**src/rtl/connect4_pkg.sv**
```systemverilog
// connect4_pkg: shared constants, state encoding and cell-address helper for
// the Connect Four turn sequencer.
// Board cell (r, c), r=0 bottom: A bit = 14r+2c+1, B bit = 14r+2c.
package connect4_pkg;

  localparam int ROWS       = 6;
  localparam int COLS       = 7;
  localparam int ROW_STRIDE = 14;
  localparam int GRID_W     = 98;
  localparam int MAX_MOVES  = 42;

  // Two locations that, written back to back, touch every win-detector
  // partial register that ordinary locations can leave stale.
  localparam logic [6:0] FLUSH_LOC_A = 7'd49;
  localparam logic [6:0] FLUSH_LOC_B = 7'd51;

  typedef enum logic [2:0] {
    FLUSH0,
    FLUSH1,
    IDLE,
    WAIT,
    CHECK,
    DONE
  } state_t;

  localparam logic       PLAYER_A = 1'b0;
  localparam logic       PLAYER_B = 1'b1;
  localparam logic [1:0] WIN_NONE = 2'b00;
  localparam logic [1:0] WIN_A    = 2'b01;
  localparam logic [1:0] WIN_B    = 2'b10;

  // A-bit address of cell (r, c); 14r built from shifts, max 83 fits 7 bits.
  function automatic logic [6:0] cell_loc(input logic [2:0] r, input logic [2:0] c);
    logic [6:0] r7;
    logic [6:0] c7;
    r7 = {4'b0000, r};
    c7 = {4'b0000, c};
    return (r7 << 3) + (r7 << 2) + (r7 << 1) + (c7 << 1) + 7'd1;
  endfunction

endpackage

```
**src/rtl/drop_ctrl.sv**
```systemverilog
// drop_ctrl: Connect Four turn sequencer. Accepts column drops, places the
// current player's piece, owns grid/location for the win detector and
// decides win / draw / next turn two edges after each accepted drop.
// Ports: clk, rst (sync, active-high), new_game, drop, col_sel[2:0],
//        winner_in -> grid[97:0], location[6:0], ready, turn, illegal,
//        game_over, win_player[1:0], draw, move_count[5:0].
module drop_ctrl
  import connect4_pkg::*;
(
  input  logic              clk,
  input  logic              rst,
  input  logic              new_game,
  input  logic              drop,
  input  logic [2:0]        col_sel,
  input  logic              winner_in,
  output logic [GRID_W-1:0] grid,
  output logic [6:0]        location,
  output logic              ready,
  output logic              turn,
  output logic              illegal,
  output logic              game_over,
  output logic [1:0]        win_player,
  output logic              draw,
  output logic [5:0]        move_count
);

  // Only the 84 playable cell bits may ever be set.
  localparam logic [GRID_W-1:0] CELL_MASK =
    {GRID_W{1'b1}} >> (GRID_W - ROW_STRIDE * ROWS);

  state_t     state;
  state_t     state_nxt;
  logic [2:0] height [COLS];

  logic       col_ok;
  logic [2:0] land_row;
  logic       legal;
  logic       accept;
  logic       reject;
  logic [6:0] land_loc;
  logic [6:0] land_bit;

  // Height is read only for a valid column, so col_sel=7 never indexes out.
  assign col_ok   = (col_sel < 3'(COLS));
  assign land_row = col_ok ? height[col_sel] : 3'd0;
  assign legal    = col_ok && (land_row != 3'(ROWS));
  assign accept   = (state == IDLE) && drop && legal;
  assign reject   = (state == IDLE) && drop && !legal;
  assign land_loc = cell_loc(land_row, col_sel);
  // B's bit sits one below A's bit in the same cell.
  assign land_bit = land_loc - {6'b000000, turn};

  always_ff @(posedge clk) begin
    if (rst) begin
      state <= FLUSH0;
    end else begin
      state <= state_nxt;
    end
  end

  always_comb begin
    state_nxt = state;
    ready     = 1'b0;
    game_over = 1'b0;
    case (state)
      FLUSH0: state_nxt = FLUSH1;
      FLUSH1: state_nxt = IDLE;
      IDLE: begin
        ready = 1'b1;
        if (accept) state_nxt = WAIT;
      end
      WAIT:  state_nxt = CHECK;
      CHECK: begin
        if (winner_in || (move_count == 6'(MAX_MOVES))) state_nxt = DONE;
        else                                             state_nxt = IDLE;
      end
      DONE: game_over = 1'b1;
      default: state_nxt = FLUSH0;
    endcase
    if (new_game) state_nxt = FLUSH0;
  end

  always_ff @(posedge clk) begin
    if (rst || new_game) begin
      grid       <= '0;
      location   <= FLUSH_LOC_A;
      turn       <= PLAYER_A;
      illegal    <= 1'b0;
      win_player <= WIN_NONE;
      draw       <= 1'b0;
      move_count <= '0;
      for (int i = 0; i < COLS; i++) height[i] <= '0;
    end else begin
      illegal <= reject;
      case (state)
        FLUSH0: begin
          grid     <= '0;
          location <= FLUSH_LOC_B;
        end
        IDLE: begin
          if (accept) begin
            grid            <= (grid | (GRID_W'(1) << land_bit)) & CELL_MASK;
            location        <= land_loc;
            height[col_sel] <= land_row + 3'd1;
            move_count      <= move_count + 6'd1;
          end
        end
        CHECK: begin
          // winner_in is meaningful only here; a win on move 42 beats draw.
          if (winner_in) begin
            win_player <= (turn == PLAYER_B) ? WIN_B : WIN_A;
          end else if (move_count == 6'(MAX_MOVES)) begin
            draw <= 1'b1;
          end else begin
            turn <= ~turn;
          end
        end
        default: ;
      endcase
    end
  end

endmodule

```
**config.mk**
```make
export PLATFORM = sky130hd
export DESIGN_NAME = drop_ctrl
export DESIGN_NICKNAME = d
export VERILOG_FILES = /design/src/rtl/connect4_pkg.sv /design/src/rtl/drop_ctrl.sv
export SDC_FILE = /design/constraint.sdc
export NUM_CORES = 1
export LEC_CHECK = 0
export BUFFER_PORTS_ARGS = -buffer_cell sky130_fd_sc_hd__clkbuf_2
export CAP_MARGIN = 20
export CORE_MARGIN = 3
export CORE_UTILIZATION = 25
export CTS_BUF_LIST = sky130_fd_sc_hd__clkbuf_16
export DETAILED_ROUTE_END_ITERATION = 16
export PLACE_DENSITY = 0.53
export SKIP_LAST_GASP = 1
export SYNTH_ARGS = -nofsm -noshare
export SYNTH_HDL_FRONTEND = slang
export SYNTH_SLANG_ARGS = --single-unit
export TNS_END_PERCENT = 1
```
**constraint.sdc**
```tcl
create_clock -name clk -period 5.8 [get_ports clk]
set_input_delay 0.87 -clock clk [delete_from_list [all_inputs] [get_ports clk]]
set_output_delay 0.87 -clock clk [all_outputs]
set_load 0.01 [all_outputs]
```
==> summary.txt, run 1 <==
Worst setup path
  – Cell mode on critical path: fa_1
  – Worst R2R Setup Slack: 1.39 ns
  – Worst setup SP type: input port
  – FF-to-FF End: grid[68]
  – WP data arrival: 5.14 ns
  – CP max-delay cell: mux4_2
  – Worst r2r path cells: 13
  – Critical R2R Launch: height[0][0]
  – CP cell instances: clkbuf_2 -> mux4_2 -> mux2i_1 -> inv_1 -> fa_1 -> fa_1 -> ha_1 -> inv_1 -> fa_1 -> xor2_1 -> nand3_1 -> nor2_1 -> nand3_1 -> o21ai_0
  – Slowest stage delay, CP: 0.55 ns
  – Crit Path Max Fanout: 15
  – Crit path kind: in -> reg
  – Worst Path Required: 6.14 ns
  – CP endpoint kind: register

Worst hold path
  – Worst hold start: grid[33]
  – Hold Path Class: reg -> reg
  – Worst hold path stage count: 2
  – Hold Path End: grid[33]

GRT
  – GRT met2 Usage: 18.44%
  – Busiest layer in global routing: met2
  – GR Util met1: 18.15%
  – Vias in the first global route: 4127
  – Initial antenna violation count: 0
  – Total track usage: 12.66%
  – Largest net degree at the start of global routing: 42
  – First-pass GRT wire length: 23.60 mm
  – Met3 Use GR: 3.806%
  – Grt ovf: 0

Logic synthesis
  – Library cells used by synthesis: 58
  – Synthesized area per cell: 9.421 um2
  – Largest area contributor in the netlist: dfxtp_1
  – Synth area leaders: dfxtp_1 40%, edfxtp_1 10%, o21ai_0 6.5%, nand2_1 6.4%, nor2_1 3.7%
  – Synth warn: 0
  – Cells after Synth: 568
  – Post-synthesis sequential area ratio: 50.13%
  – Cell area after synthesis: 0.005351 mm2
  – Async SR Flop Fraction: 0%
  – Top FF cell, synth: dfxtp_1
  – Yosys top cell area share: 40.03%
  – Flops & latches, synth: 125
  – EDFF count, synth: 18
  – Count leader, synth: dfxtp_1
  – Top cells by count, synth: 107 x dfxtp_1, 91 x nand2_1, 69 x o21ai_0, 53 x nor2_1, 19 x buf_4

Layout
  – Fill cells: 2161
  – Final core utilization: 32.41%
  – N_diodes: 0
  – Layout Nets: 700
  – Share of cells above drive strength 1: 25.11%
  – FF+latch area: 0.002683 mm2
  – Area of the multi-input gates: 0.002422 mm2
  – Synth-to-Final Area Change: 24.90%

Routing
  – Final ANT Viol Nets: 0
  – DRT Pass-1 Iters: 5
  – Via count: 4408
  – WL per Instance: 15.52 um
  – Drt drc: 0
  – DR iter-0 viols: 248
  – Via density per instance: 4.596
  – Routed WL: 14.88 mm

Outcome
  – Status: completed

Floorplanning
  – Die Area: 0.02320 mm2
  – Die X-Extent: 152.3 um
  – Boundary pin count: 126
  – FP Rows: 52
  – Die Ht: 152.3 um
  – Core Area: 0.02062 mm2
  – Initial core utilization: 25.95%

Placed design
  – Final HPWL DP: 10.75 mm
  – Port bufs: 110
  – Pre-CTS setup slack: 0.5300 ns
  – Placer Congestion: 0.7771

CTS
  – H-tree depth: 4
  – Clock latency at the later pin of the worst-skew pair: 0.42 ns
  – CTS tree: built
  – Clock buffer depth: 2
  – Post-CTS Repair Setup Buffers: 0
  – Post-CTS Hold Fix Bufs: 0
  – Clock Tree Root: clkbuf_16
  – Clock sinks: 125
  – Post-cts sizing count: 0
  – CTS Buf Count: 17
  – Worst-path clk slew: 0.06 ns

Pwr
  – Power per cell area: 316.6 mW/mm2
  – Leakage: 0.002658 uW
  – Maximum vdd drop: 0.1750 mV

STA
  – Time the worst path needs with I/O delays and setup: 4.796 ns
  – Post-Route Setup TNS: 0 ns
  – Final Hold Vio Count: 0
  – Setup ws final: 1.004 ns
  – RSZ-0062 raised after global routing: false
  – Final Cycle Share: 82.70%
  – F_max: 208.5 MHz
  – Final slew viol count: 0
  – Rel. slew slack: 38.81%
  – Layout Skew: 0.007242 ns
  – # setup viols final: 0
  – Worst-Margin Slew: 0.9156 ns

Run
  – Max-Cap Viols: 0
[power by group]
group          internal [uW]  total (uW)  switching, uW
clock                    595        1020            421
sequential               886         891           5.50
combinational           59.2         209            150
[layout make-up]
class	count	share of cell area (%)
Sequential cell	125	40.13
Multi-Input combinational cell	396	36.24
Timing Repair Buffer	118	9.135
Clock buffer	17	6.365
Tap cell	270	5.054
Clock inverter	15	2.059
Inverter	18	1.011
[layout by cell type, fill, tap and decap left out, drive strengths merged, types with 12 or more instances in the layout]
cell type	Yosys	routed
o21ai	72	72
nor2	54	54
nor3	18	18
dfxtp	107	107
ha	12	12
nand3	16	16
nand2	91	91
conb	2	15
clkbuf	17	127
inv	18	25
edfxtp	18	18
mux2i	12	12
[critical path: cells and delay by family]
| kind | cells | cell delay (ns) |
|---|---|---|
| adder cells (fa/ha/maj) | 4 | 1.65 |
| buffers and inverters | 3 | 0.56 |
| multiplexers | 2 | 0.79 |
| AO/OA/AOI/OAI | 1 | 0.13 |
| AND/OR/NAND/NOR | 3 | 0.64 |
| XOR/XNOR | 1 | 0.50 |
[flip-flops by register name, indices dropped and copies added, names as in the netlist]
register and flops:
state 3, turn 1, location 6, draw 1, height 21, grid 84
win_player 2, illegal 1, move_count 6
[worst max-delay path by stage]
stage / endpoint / slack [ns] / from
5_1_grt: grid[83] / 0.64 / col_sel[0]
2_1_floorplan: grid[16] / 1.02 / col_sel[0]
4_1_cts: grid[80] / 0.95 / col_sel[0]
3_5_place_dp: grid[80] / 0.53 / col_sel[0]
6_report: grid[68] / 1.00 / col_sel[0]
3_3_place_gp: grid[80] / 0.63 / col_sel[0]
[metal layers]
metal	wire, um	vias up
li1	-	2175
met1	7447	2102
met2	6408	122
met3	876	9
met4	151	0
met5	0	-
[kinds of logic after synthesis]
| kind of cell | after synthesis | synth area share (%) |
|---|---|---|
| compound gates | 126 | 16.04 |
| xor+xnor | 10 | 1.917 |
| flops | 125 | 50.13 |
| other cells | 2 | 0.1403 |
| buf+inv | 60 | 5.658 |
| simple gates | 213 | 18.10 |
| mux | 16 | 3.718 |
| fa+ha+maj | 16 | 4.302 |
[through the flow]
stage,hold WS [ns],instance area (um2),total power (uW),instances
4_1_cts,0.4581,6676,2135,958
3_5_place_dp,0.4443,6113,1120,926
5_1_grt,0.4784,6684,2202,959
6_report,0.4534,6684,2116,959
3_3_place_gp,0.4390,6113,1117,926
2_1_floorplan,0.4315,5400,1061,581
Note: power is estimated with default switching activity, not from simulation.
==> inputs of run 2 (changes only) <==
- ABC_AREA: not set -> 1
- clock period: 5.8 -> 4.97 ns (I/O delays scaled with it)
==> summary.txt, run 2 <==
Outcome
  – Status: completed

Logic synthesis
  – Library cells used by synthesis: 33 (-43%)
  – Cells after Synth: 840 (+48%)
  – Flops & latches, synth: 128 (+2.4%)
  – Post-synthesis sequential area ratio: 45.18% (-5.0 points)
  – Top FF cell, synth: dfxtp_1
  – Count leader, synth: nor2_1
  – Async SR Flop Fraction: 0% (unchanged)
  – Synthesized area per cell: 7.306 um2 (-22%)
  – Largest area contributor in the netlist: dfxtp_1
  – Cell area after synthesis: 0.006137 mm2 (+15%)
  – Synth warn: 0 (unchanged)
  – EDFF count, synth: 21 (+3)
  – Synth area leaders: dfxtp_1 35%, edfxtp_1 10%, nor2_1 9.8%, a21oi_1 9.4%, nand2_1 7.7%
  – Top cells by count, synth: 161 x nor2_1, 126 x nand2_1, 115 x a21oi_1, 107 x dfxtp_1, 86 x inv_1
  – Yosys top cell area share: 34.90% (-5.1 points)

CTS
  – Post-CTS Hold Fix Bufs: 0 (unchanged)
  – Clock buffer depth: 2 (unchanged)
  – H-tree depth: 4 (unchanged)
  – Clock Tree Root: clkbuf_16
  – Post-CTS Repair Setup Buffers: 0 (unchanged)
  – Post-cts sizing count: 0 (unchanged)
  – CTS tree: built
  – Clock sinks: 128 (+2.4%)
  – Clock latency at the later pin of the worst-skew pair: 0.42 ns (about the same)
  – Worst-path clk slew: 0.06 ns (about the same)
  – CTS Buf Count: 17 (unchanged)

STA
  – Final hold slack: 0.4485 ns (-0.004933 ns)
  – Time the worst path needs with I/O delays and setup: 4.393 ns
  – Rel. slew slack: 51.13% (+12 points)
  – Layout Skew: 0.008270 ns (+0.001028 ns)
  – Post-Route Setup TNS: 0 ns (unchanged)
  – Setup ws final: 0.5767 ns (-0.4270 ns)
  – Final Cycle Share: 88.40%
  – Final Hold Vio Count: 0 (unchanged)
  – F_max: 227.6 MHz
  – RSZ-0062 raised after global routing: false
  – Final slew viol count: 0 (unchanged)
  – Worst-Margin Slew: 0.7322 ns (-0.1834 ns)
  – # setup viols final: 0 (unchanged)

Worst setup path
  – Worst R2R Setup Slack: 0.95 ns (-0.44 ns)
  – Worst Path Required: 5.32 ns (-0.82 ns)
  – Worst setup SP type: input port
  – CP Launch Point: col_sel[0]
  – Critical R2R Launch: height[2][0]
  – CP endpoint kind: register
  – FF-to-FF End: grid[12]
  – Crit path kind: in -> reg
  – Setup crit end: grid[12]
  – Worst r2r path cells: 15 (+2)
  – Crit Path Max Fanout: 17 (+2)
  – WP data arrival: 4.75 ns (-0.39 ns)

Pwr
  – Leakage: 0.002902 uW (+9.2%)
  – Power per cell area: 369.3 mW/mm2 (+17%)
  – Comb pwr share: 16.9% (+7.0 points)
  – Sw Share: 30.64% (+3.4 points)
  – Clk pwr share: 44.6% (-3.4 points)
  – Sequential Power Share: 38.5% (-3.6 points)
  – Maximum vdd drop: 0.2791 mV (+59%)
  – Pint: 1926 uW (+25%)
  – Net Switching: 850.7 uW (+48%)

Layout
  – Most frequent cells in the layout: 161 x nor2_1, 125 x nand2_1, 115 x a21oi_1, 110 x clkbuf_2, 107 x dfxtp_1
  – Layout Nets: 957 (+37%)
  – Area of the multi-input gates: 0.002745 mm2 (+13%)
  – Layout Cells excl Fill: 1265 (+32%)
  – Biggest register: grid
  – Max reg flops: 84 (unchanged)
  – Biggest regs: grid (84), height (24)
  – Final core utilization: 31.55% (-0.85 points)
  – Commonest non-fill, non-tap cell in the layout: nor2_1
  – Fill cells: 2613 (+21%)
  – Synth-to-Final Area Change: 22.49%
  – FF+latch area: 0.002773 mm2 (+3.4%)
  – N_diodes: 0 (unchanged)
  – Share of cells above drive strength 1: 18.60% (-6.5 points)

Routing
  – Met1 wire length: 8.347 mm (+12%)
  – Final ANT Viol Nets: 0 (unchanged)
  – WL per Instance: 14.02 um (-9.6%)
  – Via count: 5522 (+25%)
  – Via density per instance: 4.365 (-5.0%)
  – Drt drc: 0 (unchanged)
  – DR iter-0 viols: 307 (+24%)
  – Routed WL: 17.74 mm (+19%)
  – Routed met2 length: 7.950 mm (+24%)
  – DRT Pass-1 Iters: 4 (-1)
  – Met3 wire len: 1.154 mm (+32%)
  – Top routing layer used: met4

Worst hold path
  – Hold Path Class: reg -> reg

GRT
  – Grt ovf: 0 (unchanged)
  – Initial antenna violation count: 0 (unchanged)
  – Vias in the first global route: 5120 (+24%)
  – Largest net degree at the start of global routing: 39 (-7.1%)
  – Total track usage: 13.41% (+0.74 points)
  – First-pass GRT wire length: 27.95 mm (+18%)

Placed design
  – Placer Congestion: 0.8300 (+6.8%)
  – Final HPWL DP: 12.85 mm (+19%)
  – Port bufs: 110 (unchanged)
  – Pre-CTS setup slack: 0.1827 ns (-0.3474 ns)
  – # placed instances: 1233 (+33%)

Floorplanning
  – FP Rows: 56 (+7.7%)
  – Die Area: 0.02646 mm2 (+14%)
  – Initial core utilization: 25.76% (-0.18 points)
  – Boundary pin count: 126 (unchanged)
  – Core Area: 0.02382 mm2 (+16%)
  – Die Ht: 162.7 um (+6.8%)
  – Die X-Extent: 162.7 um (+6.8%)

Run
  – Max-Cap Viols: 0 (unchanged)
run 2: changes by cell type after synthesis, moves of 8 or more:
cell,change
nand3_1,+59
nand2_1,+35
a32o_1,-8
clkbuf_1,+11
nor3_1,-11
a22o_1,-8
a21oi_2,+8
inv_1,+68
mux2i_1,-12
o21ai_0,-49
buf_2,+13
nor2_1,+108
a21oi_1,+105
run 2: power groups by stage:
stage	logic [uW]	registers, uW	clock network (uW)
CTS	471	1070	1270
detailed placement	469	1090	0
finish	469	1070	1240
global route	522	1070	1310
floorplan	345	1090	0
global placement	470	1090	0
run 2: how the worst min path moves through the flow:
stage	to	depth (start not counted)	start
floorplan	height[6][0]	2	height[6][0]
global placement	grid[35]	2	grid[35]
detailed placement	location[5]	2	location[5]
CTS	grid[44]	2	grid[44]
global route	grid[49]	2	grid[49]
finish	grid[44]	2	grid[44]
run 2: critical path: stages:
cell and delay (ns):
clkbuf_2 0.32, inv_4 0.15, o21ai_0 0.19, o22ai_1 0.09, nand2_1 0.06, nand2_1 0.18, fa_1 0.55, fa_1 0.55
ha_1 0.18, inv_1 0.06, fa_1 0.51, clkinv_1 0.40, nor2_1 0.34, nand2_1 0.12, nor2_1 0.12, a21oi_1 0.08
nor2_1 0.10
run 2: routing by layer:
layer  up-vias  track usage, %
li1       2846               -
met1      2519           17.74
met2       136           20.48
met3        21           4.425
met4         0           4.767
met5         -               0
run 2: cells by family (layout without fill, tap and decap cells):
kind of cell    after synthesis  in the layout  synth area share (%)
xor+xnor                      6              6                0.9786
compound gates              151            151                 13.07
flops                       128            128                 45.18
other cells                   2             18                0.1224
buf+inv                     157            247                 11.29
fa+ha+maj                    16             16                 3.751
simple gates                380            380                 25.61
run 2: cell type report:
| cell class | instances | share of cell area [%] |
|---|---|---|
| clock buffers | 17 | 5.659 |
| clock inverters | 15 | 2.097 |
| inverters | 93 | 4.677 |
| multi-input cells | 571 | 36.52 |
| flip-flops and latches | 128 | 36.88 |
| well taps | 319 | 5.310 |
| repair buffers | 122 | 8.855 |
run 2: through the flow:
| step | cell area (um2) | total power (uW) |
|---|---|---|
| floorplan | 6197 | 1436 |
| global placement | 6914 | 1562 |
| detailed placement | 6934 | 1560 |
| CTS | 7517 | 2806 |
| global route | 7517 | 2901 |
| finish | 7517 | 2776 |
